**config.mk**
```make
export PLATFORM = sky130hd
export DESIGN_NAME = vga_timing_gen
export DESIGN_NICKNAME = d
export VERILOG_FILES = /design/src/rtl/vga_timing_gen.sv
export SDC_FILE = /design/constraint.sdc
export NUM_CORES = 1
export LEC_CHECK = 0
export ABC_AREA = 1
export BUFFER_PORTS_ARGS = -buffer_cell sky130_fd_sc_hd__buf_2
export CAP_MARGIN = 20
export CORE_MARGIN = 3
export CORE_UTILIZATION = 50
export DETAILED_ROUTE_END_ITERATION = 10
export GPL_ROUTABILITY_DRIVEN = 1
export HOLD_SLACK_MARGIN = 0.15
export PLACE_DENSITY = 0.74
export SETUP_SLACK_MARGIN = 0.02
export SLEW_MARGIN = 20
export SYNTH_ARGS = -nofsm -noshare
export SYNTH_HDL_FRONTEND = slang
export SYNTH_SLANG_ARGS = --single-unit
```
**constraint.sdc**
```tcl
create_clock -name clk -period 1.4 [get_ports clk]
set_input_delay 0.14 -clock clk [delete_from_list [all_inputs] [get_ports clk]]
set_output_delay 0.14 -clock clk [all_outputs]
set_load 0.05 [all_outputs]
```
**src/rtl/vga_timing_gen.sv**
```systemverilog
// VGA raster timing generator: free-running h/v counters with registered
// sync, data-enable, pixel coordinate and line/frame strobe decodes.
module vga_timing_gen #(
  parameter int unsigned H_ACTIVE = 640,
  parameter int unsigned H_FP     = 16,
  parameter int unsigned H_SYNC   = 96,
  parameter int unsigned H_BP     = 48,
  parameter int unsigned V_ACTIVE = 480,
  parameter int unsigned V_FP     = 10,
  parameter int unsigned V_SYNC   = 2,
  parameter int unsigned V_BP     = 33,
  parameter bit          H_POL    = 1'b0,
  parameter bit          V_POL    = 1'b0,
  parameter int unsigned CW       = 10
) (
  input  logic          clk,
  input  logic          rst,
  input  logic          ce,
  output logic          hsync,
  output logic          vsync,
  output logic          de,
  output logic [CW-1:0] x,
  output logic [CW-1:0] y,
  output logic          line_start,
  output logic          frame_start
);

  localparam int unsigned H_TOTAL = H_ACTIVE + H_FP + H_SYNC + H_BP;
  localparam int unsigned V_TOTAL = V_ACTIVE + V_FP + V_SYNC + V_BP;

  localparam logic [CW-1:0] H_ACT_C  = CW'(H_ACTIVE);
  localparam logic [CW-1:0] H_SS_C   = CW'(H_ACTIVE + H_FP);
  localparam logic [CW-1:0] H_SE_C   = CW'(H_ACTIVE + H_FP + H_SYNC);
  localparam logic [CW-1:0] H_LAST_C = CW'(H_TOTAL - 1);
  localparam logic [CW-1:0] V_ACT_C  = CW'(V_ACTIVE);
  localparam logic [CW-1:0] V_SS_C   = CW'(V_ACTIVE + V_FP);
  localparam logic [CW-1:0] V_SE_C   = CW'(V_ACTIVE + V_FP + V_SYNC);
  localparam logic [CW-1:0] V_LAST_C = CW'(V_TOTAL - 1);

  logic [CW-1:0] hcnt_reg, hcnt_next;
  logic [CW-1:0] vcnt_reg, vcnt_next;

  logic          hsync_reg, vsync_reg, de_reg, line_start_reg, frame_start_reg;
  logic [CW-1:0] x_reg, y_reg;

  logic          hsync_next, vsync_next, de_next, line_start_next, frame_start_next;
  logic [CW-1:0] x_next, y_next;

  // Counter advance; vcnt only moves on the hcnt wrap.
  always_comb begin
    hcnt_next = hcnt_reg + 1'b1;
    vcnt_next = vcnt_reg;
    if (hcnt_reg == H_LAST_C) begin
      hcnt_next = '0;
      vcnt_next = (vcnt_reg == V_LAST_C) ? '0 : vcnt_reg + 1'b1;
    end
  end

  // Decode of the current counters; registered below for one ce-cycle latency.
  always_comb begin
    de_next          = (hcnt_reg < H_ACT_C) && (vcnt_reg < V_ACT_C);
    hsync_next       = ((hcnt_reg >= H_SS_C) && (hcnt_reg < H_SE_C)) ? H_POL : ~H_POL;
    vsync_next       = ((vcnt_reg >= V_SS_C) && (vcnt_reg < V_SE_C)) ? V_POL : ~V_POL;
    x_next           = de_next ? hcnt_reg : '0;
    y_next           = de_next ? vcnt_reg : '0;
    line_start_next  = (hcnt_reg == '0);
    frame_start_next = (hcnt_reg == '0) && (vcnt_reg == '0);
  end

  always_ff @(posedge clk) begin
    if (rst) begin
      hcnt_reg        <= '0;
      vcnt_reg        <= '0;
      hsync_reg       <= ~H_POL;
      vsync_reg       <= ~V_POL;
      de_reg          <= 1'b0;
      x_reg           <= '0;
      y_reg           <= '0;
      line_start_reg  <= 1'b0;
      frame_start_reg <= 1'b0;
    end else if (ce) begin
      hcnt_reg        <= hcnt_next;
      vcnt_reg        <= vcnt_next;
      hsync_reg       <= hsync_next;
      vsync_reg       <= vsync_next;
      de_reg          <= de_next;
      x_reg           <= x_next;
      y_reg           <= y_next;
      line_start_reg  <= line_start_next;
      frame_start_reg <= frame_start_next;
    end
  end

  assign hsync       = hsync_reg;
  assign vsync       = vsync_reg;
  assign de          = de_reg;
  assign x           = x_reg;
  assign y           = y_reg;
  assign line_start  = line_start_reg;
  assign frame_start = frame_start_reg;

endmodule

```
======== Yosys cells after proc, flatten, opt, wreduce, memory -nomap -nowiden ========
Index checks and enable logic that the tools add are counted.
word-level totals
  register bits after elaboration ......... 45
  bits of input ports ..................... 3
  output and inout bits ................... 25
operators by class
  order comparisons ....................... 6
  reductions and logical operators ........ 7
  mux-type cells .......................... 6
  add/sub/neg operators ................... 2
  equality and inequality tests ........... 2
operators with widths
  cell                                                                           number
  10-bit 2-to-1 mux                                                              4
  10-bit by 1-bit adder with 10-bit output, second input constant                2
  10-bit == test, second input constant                                          2
  10-bit logical NOT                                                             2
  10-bit less-than comparator, second input constant                             2
  10-bit by 9-bit less-than comparator with 1-bit output, second input constant  2
  10-bit >= comparator, second input constant                                    1
  10-bit by 9-bit >= comparator with 1-bit output, second input constant         1
  1-bit logical AND                                                              4
  1-bit 2-to-1 mux                                                               2
  2-bit AND reduction                                                            1

======== Logic depth before layout (Yosys ltp) ========
Gate-level depths: netlist of the first run.
  word-level depth ........................ 3
  depth in mapped cells ................... 10
  mapped depth without buffers ............ 9

======== Least setup slack after synthesis of the first run ========
OpenSTA, ideal clock, no wires.
  path kind ............................... register -> register
  from .................................... reg hcnt_reg[0]
  to ...................................... reg vcnt_reg[4]
  arrival time ............................ 1.203 ns
  period minus slack after synthesis ...... 1.312 ns
  library setup time ...................... 0.109 ns
  cell stages (with the launch flop) ...... 10
  data required time ...................... 1.291 ns
  path slack .............................. 0.088 ns
  buffers on the path ..................... 1
  cells stage by stage .................... dfxtp_1 > ha_1 > nand2_1 > nor2_2 > nand3_1 > nand2_2 > buf_6 > nand2_1 > nand2_1 > inv_1
on the way
  cells in the longest elaborated chain, start to end .. 2
RTL lines
  what                           RTL line  source
  from (decl)                    40        logic [CW-1:0] hcnt_reg, hcnt_next;
  from (signal assigned)         82        hcnt_reg <= hcnt_next;
  10-bit == test                 53        if (hcnt_reg == H_LAST_C) begin
  2-bit AND reduction (no line)  --
  to (signal assigned)           83        vcnt_reg <= vcnt_next;
  to (decl)                      41        logic [CW-1:0] vcnt_reg, vcnt_next;
Every way passes these cells.
A chain may end at the register's enable or synchronous reset.

======== Final worst setup path of the first run ========
  from .................................... reg vcnt_reg[1]
  to ...................................... reg vcnt_reg[4]
on the way
  cells in the longest elaborated chain, start to end .. 2
RTL lines
  what                                                                        RTL line  source
  10-bit by 1-bit adder with 10-bit output or 10-bit == test (tied branches)  55        vcnt_next = (vcnt_reg == V_LAST_C) ? '0 : vcnt_reg + 1'b1;
  10-bit 2-to-1 mux (*)                                                       55
Every way passes the cells marked *; elsewhere a longest branch is shown, timed or not.

==> results.toml, run 1 <==
[status]
status = "finished clean"

[synthesis]
synth_top_family_by_area = "simple AND/OR/NAND/NOR gates"
yosys.area.top_type = "dfxtp_1"
synth_area_leaders = "dfxtp_1 43%, nand2_1 14%, nand3_1 8.2%"
synth_cell_types = 25
syn_area_um2 = 2081
synthSimpleGateAreaFrac_pct = 35.24
synth_top_area_share_pct = 43.30
synth_compound_area_share_pct = 8.539
synthXorXnorAreaFrac_pct = 1.684
syn_avg_cell_area_um2 = 7.006
ys_warn_count = 0
ys_seq_elements = 45
ys_seq_area_share_pct = 43.30
synthAdderAreaFrac_pct = 2.405
synthCells = 297
post_synth_mux_area_share_pct = 0
synth_nets = 304

[clock_tree]
cts.htree.levels = 2
cts.sinks = 45
cts_buffers = 5
cts-root-buf = "clkbuf_8"
worst_skew_pair.late_latency_ps = 310
cts_tree = "yes"
hold_buffers = 0
clock_path_buffers = 2
clk_pin_slew_ps = 80

[sta]
final.setup_skew_ps = 5.696
fmax_ghz = 0.7481
fin_ws_ps = 63.24
final.period_utilization_pct = 95.48
worst_pin_slew_ps = 444.6
maxSlewViolCount = 0
fin_crit_ps = 1337
setup_violations = 0
hold_violations = 0
rsz0062_at_grt = "yes"
setup_tns_ps = 0
relSlewSlack_pct = 70.33

[pwr]
powerDensity_nw_per_um2 = 912.7
p_leak_uw = 0.001211
p_sw_uw = 584.7
swShare_pct = 23.67
power_uw = 2470
clock_power_share_pct = 38.6
pwr-share-seq_pct = 52.8
p_int_uw = 1885
peakVddDrop_mv = 0.6456
combPwrFrac_pct = 8.6

[global_route]
track_usage_pct = 21.64
grt_pass1_wl_um = 8638
grt.overflow.total = 0
antenna_found_initial = 0
first_global_vias = 1904
grt_max_degree = 25

[placed_design]
post-dp-hpwl_um = 3675
gp_congestion = 0.8974
numPortBuffers = 27
dp_cells = 390
pre_cts_ws_ps = -119.8
place_area_um2 = 2426

[detailed_routing]
wirelength_um = 5217
postRouteAntennaNets = 0
drt-vias-per-instance = 5.135
drcViolationCount = 0
drt_iter0_drc = 131
vias = 2095
firstDrtPassIters = 4
wire_per_inst_um = 12.79

[critical_path]
path_class = "flip-flop to flip-flop"
critPathRequiredTime_ps = 1620
cp.arrival_ps = 1550
crit_path_end_kind = "flip-flop"
worstSetupStartpointType = "flip-flop"
critPathMaxStageDelay_ps = 370
cp_max_fo = 4
path_cells = "inv_4 > ha_4 > nand2_1 > inv_1 > nand4_1 > buf_4 > nand3b_1 > nand2_1 > nand2_1 > inv_1"
slowest_stage = "dfxtp_4"
critPathMostFrequentCell = "nand2_1"

[worst_hold_path]
worstHoldPathType = "input port to flip-flop"

[floorplan]
row_count = 22
initial_utilization_pct = 54.38
die-area_um2 = 4972
fp.dieH_um = 70.51
ios = 28
core_area_um2 = 3826
die_width_um = 70.51

[final_layout]
drive_gt1_share_pct = 29.44
nets = 367
fin_cells = 408
syn2layout_area_growth_pct = 30.07
n_antenna_cell = 0
finalInstanceArea_um2 = 2706

[run]
cap_violations = 0
-- power groups by stage --
stage / clock, uW / sequential [uW] / combinational, uW
CTS: 968 / 1300 / 196
global route: 1020 / 1310 / 230
detailed placement: 0 / 1330 / 187
global placement: 0 / 1330 / 185
floorplan: 0 / 1380 / 89.0
finish: 954 / 1300 / 211
-- path summary, 6_finish.rpt --
kind	startpoint	to	slack, ps	depth (start not counted)
max reg2reg	vcnt_reg[1]	vcnt_reg[4]	60	10
min	ce	y[9]	270	4
max	vcnt_reg[1]	vcnt_reg[4]	60	10
min reg2reg	y[9]	y[9]	440	2
-- synthesized netlist by cell type --
library cell and n:
a211oi_1 1, a21oi_1 23, a31oi_1 1, buf_2 6, buf_4 1, buf_6 3
clkbuf_1 3, dfxtp_1 45, ha_1 4, inv_1 27, nand2_1 79, nand2_2 3
nand3_1 34, nand3_2 1, nand3b_1 1, nand4_1 5, nor2_1 35, nor2_2 5
nor3_1 6, o21ai_0 7, o21bai_1 1, o22ai_1 1, or2_2 1, xnor2_1 1
xor2_1 3
-- metrics by stage --
stage,hold WS [ps],util (%)
6_report,270.8,70.73
5_1_grt,288.7,70.73
3_5_place_dp,431.4,63.41
3_3_place_gp,420.8,63.41
4_1_cts,275.7,67.82
2_1_floorplan,356.4,-
-- cells by family after synthesis --
| group | after synthesis |
|---|---|
| adders and majority gates | 4 |
| and+or+nand+nor | 170 |
| AOI/OAI and AO/OA | 34 |
| buffers and inverters | 40 |
| DFF | 45 |
| xor gates and xnor gates | 4 |
-- per-layer routing --
layer / up-vias / share of wire [%] / wire length [um] / GRT usage [%]
met4: 0 / 1.7 / 91 / 7.234
met1: 947 / 46 / 2403 / 28.20
met5: - / 0 / 0 / 0
li1: 1075 / - / - / -
met2: 64 / 45 / 2364 / 34.62
met3: 9 / 6.8 / 357 / 5.899
-- area by class of cell --
class	count	area (um2)
clock buffer	5	68.82
clock inverter	2	35.03
fill	319	1120
inverter	27	103.9
multi-input combinational	212	1056
sequential	45	912.1
tap	48	60.06
timing repair buffer	69	470.5
-- critical path: cells and delay by family, from the launching register on --
kind / cells / cell delay (ps)
AND/OR/NAND/NOR: 5 / 410
adder cells (fa/ha/maj): 1 / 120
buffers and inverters: 4 / 350
flip-flops: 1 / 370
-- layout by cell type (no fill, tap or decap), types with 3 or more instances in the layout --
master    count
dfxtp_1      38
xor2_1        3
nand2_2       6
a21oi_1      23
nand4_1       5
nor3_1        5
buf_2        27
inv_1        24
nand3_1      33
clkbuf_8      5
dfxtp_2       6
buf_4        39
nor2_2        6
nand2_1      76
nor2_1       32
o21ai_0       7
-- repair_timing --
item / CTS / global route
pin swaps: 3 / 6
setup endpoints to repair: 22 / 21
hold endpoints to repair: 0 / 0
setup buffers: 7 / 4
resized for setup: 3 / 25
Note: power is estimated with default switching activity, not from simulation.
==> run 2: changes to the inputs <==
--- a/config.mk
+++ b/config.mk
@@ -5,11 +5,11 @@
 export SDC_FILE = /design/constraint.sdc
 export NUM_CORES = 1
 export LEC_CHECK = 0
-export ABC_AREA = 1
 export BUFFER_PORTS_ARGS = -buffer_cell sky130_fd_sc_hd__buf_2
 export CAP_MARGIN = 20
 export CORE_MARGIN = 3
 export CORE_UTILIZATION = 50
+export CTS_CLUSTER_SIZE = 20
 export DETAILED_ROUTE_END_ITERATION = 10
 export GPL_ROUTABILITY_DRIVEN = 1
 export HOLD_SLACK_MARGIN = 0.15
==> results.toml, run 2 <==
[synthesis]
yosys.area.top_type = "dfxtp_1"
synth_most_common_cell = "dfxtp_1"
synthCells = 195
ys_seq_area_share_pct = 47.68
ys_seq_elements = 45
synthSimpleGateAreaFrac_pct = 23.18
synth_top_area_share_pct = 47.68
post_synth_mux_area_share_pct = 2.384
synth_top_family_by_area = "simple AND/OR/NAND/NOR gates"
synthAdderAreaFrac_pct = 2.649
synth_area_leaders = "dfxtp_1 48%, a22o_1 8.3%, nor2_1 4.0%"
synth_cell_types = 41
synth_edf_count = 0
ys_warn_count = 0
syn_avg_cell_area_um2 = 9.689
async_flop_share_pct = 0
synth_nets = 202
synthTopCellsByCount = "45 x dfxtp_1, 20 x nor2_1, 18 x a22o_1, 11 x nand2_1, 10 x nand3_1"
synthXorXnorAreaFrac_pct = 5.563
ys.flop_type = "dfxtp_1"
synth_compound_area_share_pct = 14.50
syn_area_um2 = 1889

[sta]
worst_pin_slew_ps = 426.4
fin_ws_ps = -419.7
fin_hold_ws_ps = 166.3
final.setup_skew_ps = 13.25
rsz0062_at_grt = "yes"
fin_crit_ps = 1820
final.period_utilization_pct = 130.0
setup_violations = 21
maxSlewViolCount = 0
fmax_ghz = 0.5496
hold_violations = 0
relSlewSlack_pct = 71.31

[floorplan]
die-area_um2 = 4552
fp.dieH_um = 67.47
initial_utilization_pct = 54.06
row_count = 21
core_area_um2 = 3495
die_width_um = 67.47
ios = 28

[critical_path]
crit_path_end_kind = "flip-flop"
cp.arrival_ps = 2020
reg2reg_depth = 6
cp_max_fo = 4
worstSetupStartpointType = "flip-flop"
critPathRequiredTime_ps = 1600
path_class = "flip-flop to flip-flop"

[global_route]
grt_pass1_wl_um = 8155
first_global_vias = 1670
grt.overflow.total = 0
antenna_found_initial = 0
grt_max_degree = 14
track_usage_pct = 24.79

[clock_tree]
cts.htree.levels = 2
cts_tree = "yes"
cts-root-buf = "clkbuf_8"
hold_buffers = 0
cts_buffers = 5
cts.sinks = 45
clock_path_buffers = 2
worst_skew_pair.late_latency_ps = 310
clk_pin_slew_ps = 80

[pwr]
combPwrFrac_pct = 9.8
pwr-share-seq_pct = 54.0
power_uw = 2430
p_int_uw = 1839
powerDensity_nw_per_um2 = 892.8
clock_power_share_pct = 36.3
p_sw_uw = 590.4
peakVddDrop_mv = 0.7574
p_leak_uw = 0.001212
swShare_pct = 24.30

[final_layout]
finalInstanceArea_um2 = 2721
fin_cells = 313
nets = 273
final_cell_mix = "38 x buf_4, 36 x dfxtp_1, 27 x buf_2"
syn2layout_area_growth_pct = 44.04
mostFrequentLayoutCell = "buf_4"
n_antenna_cell = 0
fillers = 196
drive_gt1_share_pct = 46.82

[worst_hold_path]
worstHoldPathType = "input port to flip-flop"
hold_depth = 2

[detailed_routing]
drcViolationCount = 0
wire_per_inst_um = 17.98
drt_iter0_drc = 197
wirelength_um = 5627
postRouteAntennaNets = 0
firstDrtPassIters = 7
vias = 1861
drt-vias-per-instance = 5.946

[status]
status = "complete, but fails checks"
violations = "setup timing"

[placed_design]
place_area_um2 = 2384
gp_congestion = 0.9355
post-dp-hpwl_um = 3436
numPortBuffers = 27
dp_cells = 297

[run]
cap_violations = 0
==> run 2: cell families (layout without fill, tap and decap cells) <==
| family | Yosys count | in the layout |
|---|---|---|
| buffers and inverters | 19 | 91 |
| muxes | 4 | 4 |
| AOI/OAI and AO/OA | 34 | 34 |
| and+or+nand+nor | 77 | 77 |
| xor gates and xnor gates | 12 | 12 |
| DFF | 45 | 45 |
| adders and majority gates | 4 | 4 |
==> run 2: final timing paths <==
path               startpoint          end  slack, ps
hold / removal            rst  hcnt_reg[4]        170
hold reg to reg    line_start   line_start        460
setup / recovery  vcnt_reg[0]  vcnt_reg[5]       -420
setup reg to reg  vcnt_reg[0]  vcnt_reg[5]       -420
==> run 2: power by group through the flow <==
stage          logic, uW  registers (uW)  clock network [uW]
6_report             237            1310                 881
5_1_grt              250            1320                 950
4_1_cts              216            1310                 892
3_5_place_dp         183            1340                   0
3_3_place_gp         179            1340                   0
2_1_floorplan       73.4            1390                   0
==> run 2: worst max-delay path: stages (launching register included) <==
cell,delay [ps]
dfxtp_2,330
inv_2,80
ha_4,130
or4b_4,490
or3_4,430
o21ai_4,180
nor2_1,70
==> run 2: through the flow <==
step / utilization, % / TNS, ps / setup WS (ps)
floorplan: - / -2695 / -426.6
global placement: 68.21 / -3933 / -391.6
detailed placement: 68.21 / -4738 / -470.7
finish: 77.87 / -4531 / -419.7
CTS: 74.58 / -3468 / -345.3
global route: 77.87 / -5585 / -460.4
==> run 2: routing by layer <==
metal,vias to the layer above,wire length (um),GRT usage (%)
li1,851,-,-
met1,884,2180,28.47
met2,104,2843,42.65
met3,22,428,7.155
met4,0,176,10.38
met5,-,0,0
==> run 2: cell type report <==
| cell class | count | area [um2] | share of cell area, % |
|---|---|---|---|
| Clock inverter | 1 | 5.005 | 0.1839 |
| Sequential cell | 45 | 917.1 | 33.70 |
| Tap cell | 46 | 57.56 | 2.115 |
| Multi-Input combinational cell | 131 | 1059 | 38.90 |
| Inverter | 6 | 27.53 | 1.011 |
| Timing Repair Buffer | 77 | 559.3 | 20.55 |
| Clock buffer | 7 | 96.34 | 3.540 |
==> run 2: what timing repair did <==
| action | CTS | global route |
|---|---|---|
| buffers inserted | 4 | 5 |
| resized for setup | 21 | 25 |
| pin swaps | 7 | 25 |
| gates cloned | 1 | 0 |
| setup endpoints to repair | 37 | 38 |
